==> src/rtl/seq_pkg.sv <==
// Shared state encodings and counter sizing for the serializer / sequence-detector family.
// Pure constants and a sizing helper; no timing or flow control of its own.
package seq_pkg;

   localparam logic [0:0] ST_IDLE  = 1'b0;
   localparam logic [0:0] ST_SHIFT = 1'b1;

   // Bit-counter width for a WIDTH-bit word; never less than one bit.
   function automatic int cnt_w(input int width);
      return (width > 1) ? $clog2(width) : 1;
   endfunction

endpackage

==> src/rtl/ser_skid_buf.sv <==
// One-entry holding register for the next serializer word; write-to-full latency 1 cycle.
// No backpressure of its own: the owner must only write while empty (full gates din_ready).
module ser_skid_buf #(
   parameter int WIDTH = 8
) (
   input  logic             clk,
   input  logic             rst,
   input  logic             wr_vld,
   input  logic [WIDTH-1:0] wr_dat,
   input  logic             rd_vld,
   output logic             full,
   output logic [WIDTH-1:0] rd_dat
);

   always_ff @(posedge clk) begin
      if (rst) begin
         full   <= 1'b0;
         rd_dat <= '0;
      end else if (wr_vld) begin
         full   <= 1'b1;
         rd_dat <= wr_dat;
      end else if (rd_vld) begin
         full   <= 1'b0;
      end
   end

endmodule

==> src/rtl/bit_serializer.sv <==
// Parallel-to-serial shifter feeding the sequence detector; first bit 1 cycle after accept, shift_en=0 stalls.
// BIT_SERIALIZER_SKID_EN adds a one-word holding buffer for gapless back-to-back words; else din_ready only in IDLE.
module bit_serializer
   import seq_pkg::*;
#(
   parameter int WIDTH     = 8,
   parameter bit MSB_FIRST = 1'b1
) (
   input  logic             clk,
   input  logic             rst,
   input  logic [WIDTH-1:0] din,
   input  logic             din_valid,
   output logic             din_ready,
   input  logic             shift_en,
   output logic             x,
   output logic             x_valid,
   output logic             word_done
);

   localparam int            CW       = cnt_w(WIDTH);
   localparam logic [CW-1:0] CNT_LAST = CW'(WIDTH - 1);

   logic [0:0]       state;
   logic [CW-1:0]    cnt;
   logic [WIDTH-1:0] sreg;
   logic [WIDTH-1:0] sreg_shifted;
   logic [WIDTH-1:0] next_word;
   logic             in_shift;
   logic             head;
   logic             accept;
   logic             reload;

   assign in_shift     = (state == ST_SHIFT);
   assign head         = MSB_FIRST ? sreg[WIDTH-1] : sreg[0];
   assign sreg_shifted = MSB_FIRST ? {sreg[WIDTH-2:0], 1'b0} : {1'b0, sreg[WIDTH-1:1]};

   assign x         = in_shift & head;
   assign x_valid   = in_shift;
   assign word_done = in_shift & shift_en & (cnt == CNT_LAST);
   assign accept    = din_valid & din_ready;

`ifdef BIT_SERIALIZER_SKID_EN
   logic             buf_full;
   logic [WIDTH-1:0] buf_dat;

   // A word arriving on the word_done cycle bypasses the buffer and reloads directly.
   ser_skid_buf #(.WIDTH(WIDTH)) u_skid (
      .clk    (clk),
      .rst    (rst),
      .wr_vld (accept & in_shift & ~word_done),
      .wr_dat (din),
      .rd_vld (word_done & buf_full),
      .full   (buf_full),
      .rd_dat (buf_dat)
   );

   assign din_ready = ~buf_full;
   assign reload    = buf_full | accept;
   assign next_word = buf_full ? buf_dat : din;
`else
   assign din_ready = ~in_shift;
   assign reload    = 1'b0;
   assign next_word = din;
`endif

   always_ff @(posedge clk) begin
      if (rst) begin
         state <= ST_IDLE;
         cnt   <= '0;
         sreg  <= '0;
      end else if (state == ST_IDLE) begin
         if (accept) begin
            state <= ST_SHIFT;
            cnt   <= '0;
            sreg  <= din;
         end
      end else if (shift_en) begin
         if (cnt == CNT_LAST) begin
            cnt <= '0;
            if (reload) begin
               sreg <= next_word;
            end else begin
               sreg  <= sreg_shifted;
               state <= ST_IDLE;
            end
         end else begin
            sreg <= sreg_shifted;
            cnt  <= cnt + 1'b1;
         end
      end
   end

endmodule

==> config.mk <==
export PLATFORM = sky130hd
export DESIGN_NAME = bit_serializer
export DESIGN_NICKNAME = d
export VERILOG_FILES = /design/src/rtl/seq_pkg.sv /design/src/rtl/ser_skid_buf.sv /design/src/rtl/bit_serializer.sv
export SDC_FILE = /design/constraint.sdc
export NUM_CORES = 1
export LEC_CHECK = 0
export BUFFER_PORTS_ARGS = -buffer_cell sky130_fd_sc_hd__buf_4
export CORE_MARGIN = 5
export CORE_UTILIZATION = 42
export CTS_BUF_LIST = sky130_fd_sc_hd__clkbuf_8
export CTS_CLUSTER_SIZE = 8
export DETAILED_ROUTE_END_ITERATION = 16
export PLACE_DENSITY = 0.78
export SLEW_MARGIN = 20
export SYNTH_ARGS = -nofsm -noshare
export SYNTH_HDL_FRONTEND = slang
export SYNTH_SLANG_ARGS = --single-unit
==> constraint.sdc <==
create_clock -name clk -period 1.5 [get_ports clk]
set_input_delay 0.15 -clock clk [delete_from_list [all_inputs] [get_ports clk]]
set_output_delay 0.15 -clock clk [all_outputs]
set_load 0.02 [all_outputs]
# Word level (Yosys, flattened, before mapping)
# Index checks and enable logic that the tools add are counted.
[totals]
ff_bits = 12
input_bits = 12
output_inout_bits = 4
elab_cells = 24
[op_classes]
add_sub_neg = 1
n_eq_ne = 2
n_mux = 11
n_bitwise = 5
n_reduce_logical = 2
[ops]
columns = ["op", "n"]
rows = [
  ["two-way mux 8 bit", 3],
  ["two-way mux 3 bit", 4],
  ["bitwise AND 1 bit", 4],
  ["two-way mux 1 bit", 4],
  ["adder 3 x 1 -> 3 bit, second input constant", 1],
  ["== test 3 bit, second input constant", 1],
  ["!= test 2 bit, second input constant", 1],
  ["AND reduction 2 bit", 1],
  ["nonzero test 2 bit", 1],
  ["NOT 1 bit", 1],
]

# Longest topological paths before layout
[logic_depth]
word_depth = 4
depth_mapped = 5
mapped_depth_nobuf = 5

# Least setup slack after synthesis
# OpenSTA, ideal clock, no wires.
[synth_timing]
path_type = "register to register"
start = "register state, in the netlist x_valid"
end = "register sreg[4]"
setup_ns = 0.140
t_arrival_ns = 1.225
t_required_ns = 1.360
slack_ns = 0.135
path_stages_with_launch = 6
path_buffers = 2
synth_period_minus_slack_ns = 1.365
path_cell_list = "dfxtp_1 buf_6 mux2_4 buf_6 nor2_1 a211oi_2"
[synth_between]
elab_chain_cells = 4
elab_cells_between_ends = 6
cone_classes = "eq/ne (1); mux (1); bitwise (2); reduce/logical (2)"
[synth_rtl]
columns = ["element", "line_no", "rtl"]
rows = [
  ["start, declared", "bit_serializer.sv:23", "logic [0:0] state;"],
  ["start signal, assigned", "bit_serializer.sv:68", "state <= ST_IDLE;"],
  ["start signal, assigned", "bit_serializer.sv:73", "state <= ST_SHIFT;"],
  ["start signal, assigned", "bit_serializer.sv:84", "state <= ST_IDLE;"],
  ["NOT 1 bit", "--", ""],
  ["bitwise AND 1 bit", "bit_serializer.sv:40", "assign accept = din_valid & din_ready;"],
  ["nonzero test 2 bit (no line)", "--", ""],
  ["AND reduction 2 bit (no line)", "--", ""],
  ["end signal, assigned", "bit_serializer.sv:75", "sreg <= din;"],
  ["end signal, assigned", "bit_serializer.sv:81", "sreg <= next_word;"],
  ["end signal, assigned", "bit_serializer.sv:83", "sreg <= sreg_shifted;"],
  ["end, declared", "bit_serializer.sv:25", "logic [WIDTH-1:0] sreg;"],
]
# Several ways; a longest one is shown, not always the timed one.
# A chain may end at the register's enable or synchronous reset.

# Final worst setup path
[layout_timing]
start = "register cnt[0]"
end = "output word_done"
[layout_between]
elab_chain_cells = 2
[layout_rtl]
columns = ["element", "line_no", "rtl"]
rows = [
  ["start, declared", "bit_serializer.sv:24", "logic [CW-1:0] cnt;"],
  ["start signal, assigned", "bit_serializer.sv:88", "cnt <= cnt + 1'b1;"],
  ["== test 3 bit", "bit_serializer.sv:39", "assign word_done = in_shift & shift_en & (cnt == CNT_LAST);"],
  ["bitwise AND 1 bit", "bit_serializer.sv:39", ""],
  ["end, declared", "bit_serializer.sv:17", "output logic word_done"],
]
# Every way passes these cells.

==> impl_metrics.py <==
metrics = {
    "outcome": {
        "status": "complete, no violations",
    },
    "detailed_routing": {
        "drt_iter0_drc": 5,
        "wl_per_cell_um": 13.3,
        "route.detailed.drc": 0,
        "totalWireLength_um": 1140,
        "drtAntennaViolNets": 0,
        "routed_via_density": 5.33,
        "vias": 458,
        "first_pass_iters": 4,
    },
    "placed_design": {
        "hpwl_um": 880,
        "gp_congestion": 0.659,
        "place.port_buffers": 15,
        "post-place-cells": 83,
    },
    "synth": {
        "ys_top_cells_by_area": "dfxtp_1 (41%), a211oi_2 (15%), mux2i_1 (14%), nor2_1 (7.7%), a32oi_1 (4.5%)",
        "yosysSeqAreaShare": 0.410,
        "synth_area_per_cell_um2": 10.5,
        "synth.distinct_cells": 17,
        "synth_area_leader_cell": "dfxtp_1",
        "synth_cells": 56,
        "yosys.area.top_type_share": 0.410,
        "synth_area_um2": 586,
        "ys_ff_latch": 12,
        "ys_warn_count": 0,
        "syn-num-nets": 70,
    },
    "timing": {
        "worst_pin_slew_ns": 0.332,
        "finalSetupTns_ns": 0,
        "fmax_mhz": 690,
        "rsz0062_at_grt": "no",
        "finalHoldViolCount": 0,
        "min_period_ns": 1.45,
        "finalCritPeriodShare": 0.966,
        "slew_headroom": 0.772,
        "fin_skew_ns": 0.00234,
        "setup_viol": 0,
        "final_max_slew_viol_count": 0,
    },
    "worst_hold_path": {
        "hold_class": "in2reg",
    },
    "clock_network": {
        "cts-htree-levels": 1,
        "clkTransAtPathRegs_ns": 0.05,
        "max-clock-path-buffers": 2,
        "hold_buffers": 0,
        "cts-root-buf": "clkbuf_8",
        "cts_buffers": 3,
        "clock_sinks": 12,
        "cts_tree": "yes",
        "post_cts_buffers": 0,
        "insertion_delay_ns": 0.23,
    },
    "pwr": {
        "power_density_nw_per_um2": 1050,
        "vdd_ir_drop_max_v": 0.000570,
        "p_leak_uw": 0.000323,
    },
    "cells_and_area": {
        "fillCellCount": 118,
        "nets": 87,
        "final_layout_size_suffix_gt1_frac": 0.394,
        "diodes": 0,
        "syn_to_final_growth_pct": 25.6,
        "final_cell_count_no_fill": 86,
    },
    "worst_setup_path": {
        "crit_path_start_kind": "register",
        "end_kind": "output pin",
        "cp_max_fo": 3,
        "worstPathCellList": "ha_1, ha_1, and3_1, buf_4",
        "cp.required_ns": 1.35,
        "path_class": "reg2out",
        "critical_path_buf_inv_count": 1,
        "arrival_ns": 1.30,
        "path_delay_family": "adder cells",
        "cp_slowest_cell": "dfxtp_2",
        "r2r_slack_ns": 0.24,
        "path_common_cell": "ha_1",
        "max_stage_delay_ns": 0.33,
    },
    "run": {
        "max-cap-violations": 0,
    },
    "floorplan": {
        "core_um2": 1320,
        "dieArea_um2": 2240,
        "start_util": 0.444,
        "io_pins": 16,
        "fp-row-count": 13,
        "die_h_um": 47.3,
        "die_x_um": 47.3,
    },
    "grt": {
        "grt_usage": 0.125,
        "grt_pass1_wl_um": 1910,
        "antenna_found_initial": 0,
        "grt_remaining_overflow": 0,
        "grt_pass1_vias": 482,
        "grt_max_degree": 15,
    },
}
routing by layer:
metal,part of all wire,vias to the layer above,wire length [um],track usage
met1,0.42,211,482,0.130
met5,0,-,0,0
met4,0.033,0,38,0.0939
met2,0.49,10,564,0.209
met3,0.051,4,58,0.0383
li1,-,233,-,-
cells in the mapped netlist:
cell type and count:
a211oi_2 7, a21oi_1 1, a32oi_1 3, and2_1 1, and3_1 1, buf_1 1
buf_2 1, buf_6 2, dfxtp_1 12, ha_1 2, inv_1 1, mux2_4 1
mux2i_1 8, nand2_1 1, nand3_1 1, nor2_1 12, nor3_1 1
report_power, final:
part / internal, uW / leakage (uW) / switching [uW]
clock: 176 / 0.0000216 / 108
sequential: 343 / 0.0000994 / 15.4
combinational: 66.2 / 0.000202 / 65.7
total: 585 / 0.000323 / 189
registers in the layout, indices dropped and copies added (netlist names):
signal   cells
cnt          3
sreg         8
x_valid      1
final timing paths:
check	startpoint	end	cells after the start
setup / recovery	cnt[0]	word_done	4
hold / removal	din[0]	sreg[0]	3
setup reg to reg	x_valid	sreg[6]	3
hold reg to reg	sreg[0]	sreg[0]	2
stage by stage:
stage	setup slack, ns	instance area (um^2)	total power [uW]	hold WS, ns	util
6_report	0.0510	736	775	0.193	0.558
3_3_place_gp	0.298	693	493	0.440	0.526
4_1_cts	0.0483	734	785	0.190	0.557
2_1_floorplan	0.135	586	458	0.215	-
3_5_place_dp	0.249	693	498	0.438	0.526
5_1_grt	0.00393	736	813	0.200	0.558
placed cells by master (no fill, tap or decap):
cell       n
a211oi_2   7
a21oi_1    1
a32oi_1    3
and2_1     1
and3_1     1
buf_4     16
clkbuf_8   3
dfxtp_1   11
dfxtp_2    1
ha_1       2
inv_1      1
mux2_4     1
mux2i_1    8
nand2_1    1
nand3_1    1
nor2_1    12
nor3_1     1
worst reg2reg max path: cells and delay by family, from the launching register on:
kind	cells	cell delay [ns]
AND/OR/NAND/NOR	1	0.15
flip-flops	1	0.51
AO/OA/AOI/OAI	1	0.06
multiplexers	1	0.43
area by class of cell:
class / count / area (um^2) / area share
Inverter: 1 / 3.75 / 0.00510
Clock buffer: 3 / 41.3 / 0.0561
Sequential cell: 12 / 241 / 0.328
Multi-Input combinational cell: 39 / 310 / 0.422
Tap cell: 15 / 18.8 / 0.0255
Timing Repair Buffer: 16 / 120 / 0.163
what timing repair did:
item / 4_1_cts / 5_1_grt
setup endpoints to repair: 0 / 1
gates resized for setup: 0 / 1
endpoints found under the hold margin: 0 / 0
logic make-up (layout without fill, tap and decap cells):
kind of cell	count (synthesis)	in the layout	share of synthesized area
and+or+nand+nor	17	17	0.122
DFF	12	12	0.410
AOI/OAI and AO/OA	11	11	0.203
muxes	9	9	0.162
buffers and inverters	5	20	0.0598
adders and majority gates	2	2	0.0427
No activity file was read; power rests on OpenSTA's default activity.
